## src/rtl/mem_arbiter.sv

```systemverilog
`default_nettype none
// ============================================================================
// Module      : mem_arbiter
// Description : Two-port (instruction fetch / load-store) arbiter in front of
//               a single-ported synchronous memory. LS has priority, and an
//               anti-starvation streak counter hands IF the port after
//               MAX_LS_STREAK back-to-back LS wins. Misaligned LS accesses
//               are rejected with an error ack and never reach memory.
// Revision    : 1.0 - initial release
// ============================================================================
module mem_arbiter #(
    parameter int ADDR_W        = 32,
    parameter int DATA_W        = 32,
    parameter int MAX_LS_STREAK = 3
) (
    input  logic              clk,
    input  logic              rst,
    // instruction fetch port
    input  logic              if_req,
    input  logic [ADDR_W-1:0] if_addr,
    output logic              if_ack,
    output logic [DATA_W-1:0] if_rdata,
    // load/store port
    input  logic              ls_req,
    input  logic              ls_we,
    input  logic [ADDR_W-1:0] ls_addr,
    input  logic [DATA_W-1:0] ls_wdata,
    output logic              ls_ack,
    output logic              ls_err,
    output logic [DATA_W-1:0] ls_rdata,
    // memory side
    output logic              mem_en,
    output logic              mem_we,
    output logic [ADDR_W-1:0] mem_addr,
    output logic [DATA_W-1:0] mem_wdata,
    input  logic [DATA_W-1:0] mem_rdata
);

    localparam int c_STREAK_W = (MAX_LS_STREAK < 1) ? 1 : $clog2(MAX_LS_STREAK + 1);
    localparam logic [c_STREAK_W-1:0] c_STREAK_MAX = c_STREAK_W'(MAX_LS_STREAK);

    localparam logic [1:0] c_ST_IDLE   = 2'd0;
    localparam logic [1:0] c_ST_ACCESS = 2'd1;
    localparam logic [1:0] c_ST_RESP   = 2'd2;
    localparam logic [1:0] c_ST_ERR    = 2'd3;

    logic [1:0]            r_state;
    logic [c_STREAK_W-1:0] r_streak;
    logic                  r_owner_ls;
    logic [ADDR_W-1:0]     r_addr;
    logic [DATA_W-1:0]     r_wdata;
    logic                  r_we;
    logic                  r_mem_en;
    logic                  r_mem_we;
    logic                  r_if_ack;
    logic                  r_ls_ack;
    logic                  r_ls_err;

    logic                  w_grant_ls;
    logic                  w_ls_misaligned;

    // LS wins ties unless IF has been passed over MAX_LS_STREAK times in a row
    assign w_grant_ls      = ls_req && !(if_req && (r_streak == c_STREAK_MAX));
    assign w_ls_misaligned = (ls_addr[1:0] != 2'b00);

    // Arbitration FSM; every control output is registered here so it is
    // glitch-free and aligned with the state it belongs to
    always_ff @(posedge clk) begin
        if (rst) begin
            r_state    <= c_ST_IDLE;
            r_streak   <= '0;
            r_owner_ls <= 1'b0;
            r_addr     <= '0;
            r_wdata    <= '0;
            r_we       <= 1'b0;
            r_mem_en   <= 1'b0;
            r_mem_we   <= 1'b0;
            r_if_ack   <= 1'b0;
            r_ls_ack   <= 1'b0;
            r_ls_err   <= 1'b0;
        end else begin
            r_mem_en <= 1'b0;
            r_mem_we <= 1'b0;
            r_if_ack <= 1'b0;
            r_ls_ack <= 1'b0;
            r_ls_err <= 1'b0;
            case (r_state)
                c_ST_IDLE: begin
                    if (w_grant_ls) begin
                        r_owner_ls <= 1'b1;
                        r_addr     <= ls_addr;
                        r_wdata    <= ls_wdata;
                        r_we       <= ls_we;
                        if (w_ls_misaligned) begin
                            // rejected grant: error ack next cycle, streak untouched
                            r_state  <= c_ST_ERR;
                            r_ls_ack <= 1'b1;
                            r_ls_err <= 1'b1;
                        end else begin
                            r_state  <= c_ST_ACCESS;
                            r_mem_en <= 1'b1;
                            r_mem_we <= ls_we;
                            if (if_req && (r_streak != c_STREAK_MAX)) begin
                                r_streak <= r_streak + 1'b1;
                            end
                        end
                    end else if (if_req) begin
                        r_owner_ls <= 1'b0;
                        r_addr     <= if_addr;
                        r_wdata    <= '0;
                        r_we       <= 1'b0;
                        r_state    <= c_ST_ACCESS;
                        r_mem_en   <= 1'b1;
                        r_streak   <= '0;
                    end
                end
                c_ST_ACCESS: begin
                    // read data arrives during RESP, so the ack goes out then
                    r_state <= c_ST_RESP;
                    if (r_owner_ls) begin
                        r_ls_ack <= 1'b1;
                    end else begin
                        r_if_ack <= 1'b1;
                    end
                end
                c_ST_RESP: r_state <= c_ST_IDLE;
                c_ST_ERR:  r_state <= c_ST_IDLE;
                default:   r_state <= c_ST_IDLE;
            endcase
        end
    end

    assign mem_en    = r_mem_en;
    assign mem_we    = r_mem_we;
    assign mem_addr  = r_addr;
    assign mem_wdata = r_we ? r_wdata : '0;
    assign if_ack    = r_if_ack;
    assign ls_ack    = r_ls_ack;
    assign ls_err    = r_ls_err;

    // Memory read data is only valid in the RESP cycle; gate it to the owner
    assign if_rdata  = r_if_ack ? mem_rdata : '0;
    assign ls_rdata  = (r_ls_ack && !r_ls_err) ? mem_rdata : '0;

endmodule
`default_nettype wire

```

## config.mk

```make
export PLATFORM = sky130hd
export DESIGN_NAME = mem_arbiter
export DESIGN_NICKNAME = d
export VERILOG_FILES = /design/src/rtl/mem_arbiter.sv
export SDC_FILE = /design/constraint.sdc
export NUM_CORES = 1
export LEC_CHECK = 0
export CORE_ASPECT_RATIO = 0.5
export CORE_MARGIN = 1.5
export CORE_UTILIZATION = 34
export CTS_CLUSTER_DIAMETER = 50
export CTS_CLUSTER_SIZE = 40
export DETAILED_ROUTE_END_ITERATION = 10
export HOLD_SLACK_MARGIN = 0.03
export PLACE_DENSITY = 0.9
export SLEW_MARGIN = 20
export SYNTH_ARGS = -nofsm -noshare
export SYNTH_HDL_FRONTEND = slang
export SYNTH_SLANG_ARGS = --single-unit
```

## constraint.sdc

```tcl
create_clock -name clk -period 1.9 [get_ports clk]
set_input_delay 0.38 -clock clk [delete_from_list [all_inputs] [get_ports clk]]
set_output_delay 0.38 -clock clk [all_outputs]
set_load 0.03 [all_outputs]
```

==> results of run 1 <==
metal layers:
layer | vias to the layer above | wire length (um) | track usage (%)
met5 | - | 0 | 0
met4 | 0 | 239 | 7.86
li1 | 1739 | - | -
met2 | 100 | 6210 | 40.2
met3 | 22 | 615 | 5.61
met1 | 1618 | 4790 | 24.5
area by class of cell:
class | instances | area (um2) | area share, %
timing repair buffer | 275 | 2550 | 40.7
tap | 135 | 169 | 2.70
inverter | 2 | 7.51 | 0.120
clock buffer | 11 | 243 | 3.88
sequential | 75 | 1500 | 24.0
multi-input combinational | 254 | 1730 | 27.7
clock inverter | 5 | 52.6 | 0.841
where the power goes:
group | internal, W | switching [W] | total [W]
sequential | 0.00170 | 0.0000680 | 0.00177
clock | 0.00105 | 0.000640 | 0.00168
combinational | 0.000604 | 0.000587 | 0.00119
registers in the layout, indices dropped and copies added (netlist names), 2 cells and up:
register,cells
mem_addr,32
r_wdata,32
r_state,2
r_streak,2
cell families after synthesis:
group / synth area share (%)
buf+inv: 5.31
mux: 10.0
simple gates: 25.1
compound gates: 15.0
flops: 44.2
fa+ha+maj: 0.369
stage by stage:
step,utilization (%),area [um2]
global route,65.3,6250
CTS,65.3,6250
global placement,62.2,5960
finish,65.3,6250
detailed placement,62.2,5960
floorplan,-,3390
worst max-delay path by stage:
stage / from / slack [ns] / to
finish: mem_addr[25] / 0.14 / mem_addr[25]
global route: ls_ack / 0.04 / ls_rdata[15]
CTS: mem_addr[25] / 0.12 / mem_addr[25]
detailed placement: ls_req / 0.03 / r_streak[1]
global placement: ls_req / 0.05 / mem_addr[3]
floorplan: ls_ack / 0.24 / ls_rdata[10]
placed cells by master, fill, tap and decap left out, drive strengths merged:
cell	Yosys	final
a21boi	1	1
clkbuf	10	11
or3	1	1
and2	97	97
nor2b	1	1
bufinv	0	1
and3	1	1
nor2	9	9
nand2b	1	1
nand2	32	32
ha	1	1
a21bo	1	1
a22o	33	33
a21o	1	1
clkinvlp	0	1
inv	2	2
buf	16	107
nor3	4	4
a21oi	2	2
or2	1	1
o21ai	32	32
dfxtp	75	75
mux2i	34	34
clkinv	0	3
clkdlybuf4s50	0	168
o311ai	1	1
nor4b	1	1
==> results.yml, run 1 <==
route:
  wl_per_cell_um: 15.7
  dr.first_iter.drc_count: 126
  wl_um: 11900
  vias_per_cell: 4.60
  vias: 3479
  ant_nets: 0
  remaining_drc_errors: 0
  firstDrtPassIters: 4
cts:
  clkSinkCount: 75
  clock_path_buffers: 2
  cts_tree: "done"
  h-tree-depth: 3
  cts_buffers: 9
  cts_resized: 0
  clk_pin_slew_ns: 0.06
  cts_root_buffer: "clkbuf_16"
  postCtsHoldBufs: 0
  insertion_delay_ns: 0.33
  post_cts_buffers: 0
timing:
  tightest_slew_ns: 0.458
  rsz0062_at_grt: "false"
  post-route-period-util_pct: 92.5
  whs_ns: 0.442
  setup_tns_ns: 0
  setup_viol: 0
  drv_slew: 0
  finalHoldViolCount: 0
  fin_crit_ns: 1.76
  timing.fmax_mhz: 569
  finalWorstSetupSlack_ns: 0.142
  fin_worst_skew_ns: 0.00298
  relSlewSlack_pct: 69.0
yosys:
  syn_area_um2: 3390
  synth_nets: 491
  synthTopCellsByArea: "dfxtp_1, and2_1, mux2i_1"
  synth_most_common_cell: "and2_1"
  ys_seq_area_share_pct: 44.2
  synth_common_cells: "and2_1, dfxtp_1, mux2i_1, a22o_1, nand2_1"
  synth_largest_area_cell: "dfxtp_1"
  synth_cell_type_count: 31
  syn-instance-count: 357
  synth_ff_type: "dfxtp_1"
  synth_edf_count: 0
  async_flop_share_pct: 0
  synth_top_area_share_pct: 44.2
  ys_warn_count: 0
  avgSynthCellArea_um2: 9.51
  ys_ff_latch: 75
min_path:
  hp-start: "mem_addr[9]"
  whs_path_depth: 2
  min_path_type: "flip-flop to flip-flop"
  min_to: "mem_addr[9]"
global_route:
  grt_usage_pct: 21.7
  grt_pass1_vias: 3369
  grt_max_degree: 36
  antenna_found_initial: 0
  overflow: 0
  grt_pass1_wl_um: 17500
run:
  maxCapViolCount: 0
setup_path:
  max_stage_delay_ns: 0.71
  worstSetupPathDepth: 1
  r2r_start: "r_streak[0]"
  crit_fanout: 2
  critPathKind: "flip-flop to output port"
  ff2ff_setup_slack_ns: 0.38
  r2r_cells: 5
  worstPathRequired_ns: 1.52
  cp_num_buf_inv: 1
  cp_slowest_cell: "clkdlybuf4s50_1"
  end_kind: "output port"
  worstPathArrival_ns: 1.38
  critPathTopFamily: "buffers and inverters"
  reg2reg_to: "mem_addr[23]"
  crit_chain: "clkdlybuf4s50_1"
  start_kind: "flip-flop"
cells_and_area:
  fin_cells: 757
  filler_cell_count: 750
  drive_gt1_share_pct: 21.2
  diodes: 0
  nNetsFinal: 751
  area_growth_pct: 84.2
floorplanning:
  die-area_um2: 10600
  dieWidth_um: 144
  pin_count: 266
  coreArea_um2: 9570
  die_y_um: 73.7
  initial_utilization_pct: 35.5
  fp-row-count: 25
placed_design:
  place.gp.congestion: 0.827
  dpl.hpwl_um: 9070
  dp_slack_ns: 0.0262
  port_buffers: 265
  dp_cells: 741
power:
  power_leakage_nw: 2.79
  p_per_area_nw_per_um2: 743
  power_w: 0.00465
  ir_worst_vdd_mv: 0.469
run_status:
  status: "completed"
No activity file was read; power rests on OpenSTA's default activity.
==> inputs of run 2 (changes only) <==
ABC_AREA = 1   (was default)
CORE_UTILIZATION = 36   (was 34)
PLACE_DENSITY = 0.89   (was 0.9)
clock period = 1.93 ns   (was 1.9 ns; I/O delays follow)
==> results.yml, run 2 <==
run_status:
  status: "completed"
placed_design:
  dpl.hpwl_um: 9940
  port_buffers: 265
  place.gp.congestion: 0.814
global_route:
  grt_pass1_vias: 4571
  overflow: 0
  grt_max_degree: 36
  antenna_found_initial: 0
  grt_pass1_wl_um: 21000
  grt_usage_pct: 21.7
yosys:
  synth_cell_type_count: 21
  synth_common_cells: "nand2_1, inv_1, nand3_1, dfxtp_1, nor2_1"
  ys_warn_count: 0
  synthTopCellsByArea: "dfxtp_1, nand2_1, nand3_1"
  avgSynthCellArea_um2: 6.23
  synth_ff_type: "dfxtp_1"
  async_flop_share_pct: 0
  synth_nets: 775
  synth_edf_count: 0
  synth_most_common_cell: "nand2_1"
  ys_seq_area_share_pct: 37.6
  synth_largest_area_cell: "dfxtp_1"
  synth_top_area_share_pct: 37.6
  syn-instance-count: 641
  ys_ff_latch: 75
  syn_area_um2: 4000
power:
  internal-power_w: 0.00353
  seqPwrFrac_pct: 35.5
  p_sw_share_pct: 29.4
  power_leakage_nw: 3.86
  combPwrFrac_pct: 28.2
  p_per_area_nw_per_um2: 725
  net-switching-power_w: 0.00147
  power_w: 0.00501
  power.share.clock_pct: 36.3
  ir_worst_vdd_mv: 0.491
route:
  wl_um: 12800
  vias_per_cell: 4.53
  vias: 4709
  remaining_drc_errors: 0
  ant_nets: 0
  dr.first_iter.drc_count: 300
  firstDrtPassIters: 4
  wl_per_cell_um: 12.4
floorplanning:
  die_y_um: 77.5
  coreArea_um2: 10500
  fp-row-count: 26
  die-area_um2: 11800
  initial_utilization_pct: 38.0
  pin_count: 266
  dieWidth_um: 152
cts:
  cts_root_buffer: "clkbuf_16"
  h-tree-depth: 3
  clock_path_buffers: 2
  clk_pin_slew_ns: 0.06
  cts_buffers: 9
  clkSinkCount: 75
  insertion_delay_ns: 0.33
  cts_tree: "done"
cells_and_area:
  area_growth_pct: 72.9
  filler_cell_count: 886
  drive_gt1_share_pct: 17.6
  nNetsFinal: 1029
  final_common_cell: "nand2_1"
  diodes: 0
  multi_input_area_um2: 1790
  final_cell_mix: "nand2_1, clkdlybuf4s50_1, inv_1"
  ff_latch_area_um2: 1500
setup_path:
  end_kind: "output port"
  critPathTopFamily: "buffers and inverters"
  crit_chain: "clkdlybuf4s50_1"
  max_stage_delay_ns: 0.69
  worstPathArrival_ns: 1.38
  cp_num_buf_inv: 1
  crit_fanout: 2
  cp_slowest_cell: "clkdlybuf4s50_1"
  start_kind: "flip-flop"
  critPathKind: "flip-flop to output port"
  worstPathRequired_ns: 1.54
timing:
  setup_tns_ns: 0
  fin_crit_ns: 1.77
  finalHoldViolCount: 0
  drv_slew: 0
  rsz0062_at_grt: "false"
  fin_worst_skew_ns: 0.00570
  setup_viol: 0
  relSlewSlack_pct: 72.3
  post-route-period-util_pct: 91.5
  timing.fmax_mhz: 566
  tightest_slew_ns: 0.415
run:
  maxCapViolCount: 0
min_path:
  min_path_type: "flip-flop to flip-flop"
==> run 2: kinds of logic after synthesis <==
logic type               synth area share (%)
AO/OA/AOI/OAI                            3.19
adder cells (fa/ha/maj)                 0.313
buffers and inverters                    17.7
flip-flops                               37.6
AND/OR/NAND/NOR                          41.2
==> run 2: final timing paths <==
check	start	end	slack (ns)	depth (start not counted)
worst min-delay path	r_owner_ls	if_ack	0.45	1
worst max-delay path	ls_ack	ls_ack	0.16	1
worst max register to register	r_streak[0]	mem_addr[26]	0.42	7
worst min register to register	r_owner_ls	if_ack	0.45	1
==> run 2: cell type report <==
type	instances	share of cell area, %
multi-input cells	389	25.9
clock buffers	12	3.71
clock inverters	4	1.05
inverters	139	7.55
well taps	140	2.54
flip-flops and latches	75	21.7
repair buffers	281	37.5
==> run 2: stage by stage <==
stage	utilization, %	hold slack, ns	setup WS, ns	area (um2)	cells
floorplan	-	0.414	0.266	4000	641
CTS	65.7	0.452	0.0392	6910	1040
finish	65.8	0.452	0.163	6910	1040
detailed placement	62.6	0.432	0.0782	6580	1024
global route	65.8	0.487	0.0771	6910	1040
global placement	62.6	0.432	0.125	6580	1024
==> run 2: power by group through the flow <==
stage               combinational [W]  clock [W]  sequential [W]
floorplan                    0.000589          0         0.00196
global placement              0.00139          0         0.00180
detailed placement            0.00142          0         0.00181
CTS                           0.00142    0.00185         0.00177
global route                  0.00152    0.00193         0.00179
finish                        0.00141    0.00182         0.00178
==> run 2: routing by layer <==
| layer | part of all wire (%) | GRT usage (%) | wire length [um] | vias up |
|---|---|---|---|---|
| met1 | 38 | 23.1 | 4940 | 2116 |
| li1 | - | - | - | 2392 |
| met5 | 0 | 0 | 0 | - |
| met2 | 53 | 40.8 | 6770 | 162 |
| met3 | 5.1 | 4.75 | 660 | 39 |
| met4 | 3.7 | 11.3 | 473 | 0 |
==> run 2: repair_timing <==
| item | in CTS | in global routing |
|---|---|---|
| setup endpoints to repair | 0 | 18 |
| resized for setup | 0 | 1 |
| buffers inserted | 0 | 0 |
| hold buffers | 0 | 0 |
==> inputs of run 3 (changes only) <==
CORE_UTILIZATION = 33   (was 36)
PLACE_DENSITY = 0.77   (was 0.89)
clock period = 1.5 ns   (was 1.93 ns; I/O delays follow)
==> results.yml, run 3 (synthesized netlist as in run 2, its figures left out) <==
run_status:
  status: "complete, but fails checks"
  violations: "negative setup slack"
route:
  wl_per_cell_um: 12.6
  ant_nets: 0
  firstDrtPassIters: 5
  vias_per_cell: 4.45
  remaining_drc_errors: 0
  wl_um: 13600
  dr.first_iter.drc_count: 269
  vias: 4793
setup_path:
  critPathKind: "flip-flop to output port"
  worstPathArrival_ns: 1.22
  worstPathRequired_ns: 1.20
  start_kind: "flip-flop"
  end_kind: "output port"
  crit_fanout: 8
cts:
  cts_root_buffer: "clkbuf_16"
  clock_path_buffers: 2
  h-tree-depth: 3
  postCtsHoldBufs: 0
  clk_pin_slew_ns: 0.06
  cts_tree: "done"
  cts_buffers: 9
  insertion_delay_ns: 0.33
  clkSinkCount: 75
floorplanning:
  die-area_um2: 12800
  pin_count: 266
  initial_utilization_pct: 33.8
  coreArea_um2: 11800
  fp-row-count: 28
  die_y_um: 80.8
  dieWidth_um: 159
timing:
  post-route-period-util_pct: 101
  finalWorstSetupSlack_ns: -0.0176
  setup_viol: 10
  finalHoldViolCount: 0
  relSlewSlack_pct: 76.3
  timing.fmax_mhz: 659
  drv_slew: 0
  rsz0062_at_grt: "true"
  tightest_slew_ns: 0.356
  fin_worst_skew_ns: 0.00652
  fin_crit_ns: 1.52
cells_and_area:
  area_growth_pct: 80.8
  utilization_pct: 61.2
  fin_cells: 1077
  diodes: 0
  final_common_cell: "nand2_1"
  final_cell_mix: "nand2_1, inv_1, clkdlybuf4s50_1"
  nNetsFinal: 1041
  drive_gt1_share_pct: 20.8
global_route:
  grt_pass1_wl_um: 19300
  grt_max_degree: 39
  antenna_found_initial: 0
  grt_pass1_vias: 4143
  grt_usage_pct: 19.0
  overflow: 0
run:
  maxCapViolCount: 0
power:
  internal-power_w: 0.00432
  power_leakage_nw: 4.10
  net-switching-power_w: 0.00199
  combPwrFrac_pct: 30.1
  ir_worst_vdd_mv: 0.719
  seqPwrFrac_pct: 36.2
  p_per_area_nw_per_um2: 873
  p_sw_share_pct: 31.5
  power.share.clock_pct: 33.7
placed_design:
  dpl.hpwl_um: 9910
  place.gp.congestion: 0.774
  dp_cells: 1053
  port_buffers: 265
min_path:
  min_path_type: "flip-flop to flip-flop"
[run 3: cell types whose count changed in the layout (fill, tap and decap cells not counted), moves of 4 or more]
cell / before / now
nor2_2: 0 / 12
buf_12: 5 / 11
dfxtp_1: 75 / 71
nor2_1: 38 / 25
clkdlybuf4s50_1: 168 / 132
buf_6: 0 / 18
buf_4: 108 / 91
clkbuf_16: 9 / 13
dlygate4sd2_1: 0 / 36
[run 3: layout make-up]
cell class / count / area (um2)
Timing Repair Buffer: 293 / 2850
Clock buffer: 10 / 229
Multi-Input combinational cell: 389 / 1840
Sequential cell: 75 / 1510
Fill cell: 1065 / 4580
Inverter: 139 / 522
Tap cell: 165 / 206
Clock inverter: 6 / 66.3
[run 3: final timing paths]
kind	start	to	slack, ns	cells after the start
setup reg to reg	r_streak[0]	r_wdata[12]	0.07	7
setup / recovery	ls_err	ls_rdata[19]	-0.02	5
hold / removal	r_owner_ls	if_ack	0.44	1
hold reg to reg	r_owner_ls	if_ack	0.44	1
[run 3: through the flow]
stage | setup WS [ns] | instance area, um2 | total power [W] | hold WS, ns | setup TNS (ns)
2_1_floorplan | -0.0782 | 4000 | 0.00328 | 0.414 | -2.34
3_3_place_gp | -0.156 | 6700 | 0.00417 | 0.432 | -7.44
3_5_place_dp | -0.190 | 6700 | 0.00420 | 0.439 | -9.34
4_1_cts | -0.0344 | 6960 | 0.00626 | 0.451 | -0.179
5_1_grt | -0.0790 | 7230 | 0.00662 | 0.462 | -1.51
6_report | -0.0176 | 7230 | 0.00631 | 0.436 | -0.0595
[run 3: power groups by stage]
stage               registers (W)  logic (W)  clock network, W
finish                    0.00228    0.00190           0.00213
global route              0.00230    0.00206           0.00226
CTS                       0.00228    0.00182           0.00216
detailed placement        0.00232    0.00188                 0
global placement          0.00232    0.00186                 0
floorplan                 0.00252   0.000758                 0
[run 3: metal layers]
| metal | GRT usage [%] | up-vias | routed length (um) | part of all wire (%) |
|---|---|---|---|---|
| met4 | 5.14 | 0 | 191 | 1.4 |
| li1 | - | 2422 | - | - |
| met5 | 0 | - | 0 | 0 |
| met1 | 21.8 | 2187 | 5480 | 40 |
| met2 | 35.2 | 165 | 7020 | 52 |
| met3 | 5.02 | 19 | 921 | 6.8 |
[run 3: critical path: stages (launching register included)]
cell	delay, ns
dfxtp_2	0.32
inv_2	0.06
nand2_4	0.07
clkbuf_16	0.17
nor2_2	0.11
buf_6	0.14
[run 3: timing repair]
item                                    CTS  global route
pin swaps                                 0             2
endpoints found under the setup margin   71           120
setup buffers                             0             2
gates cloned                              0             6
resized for setup                        39            45
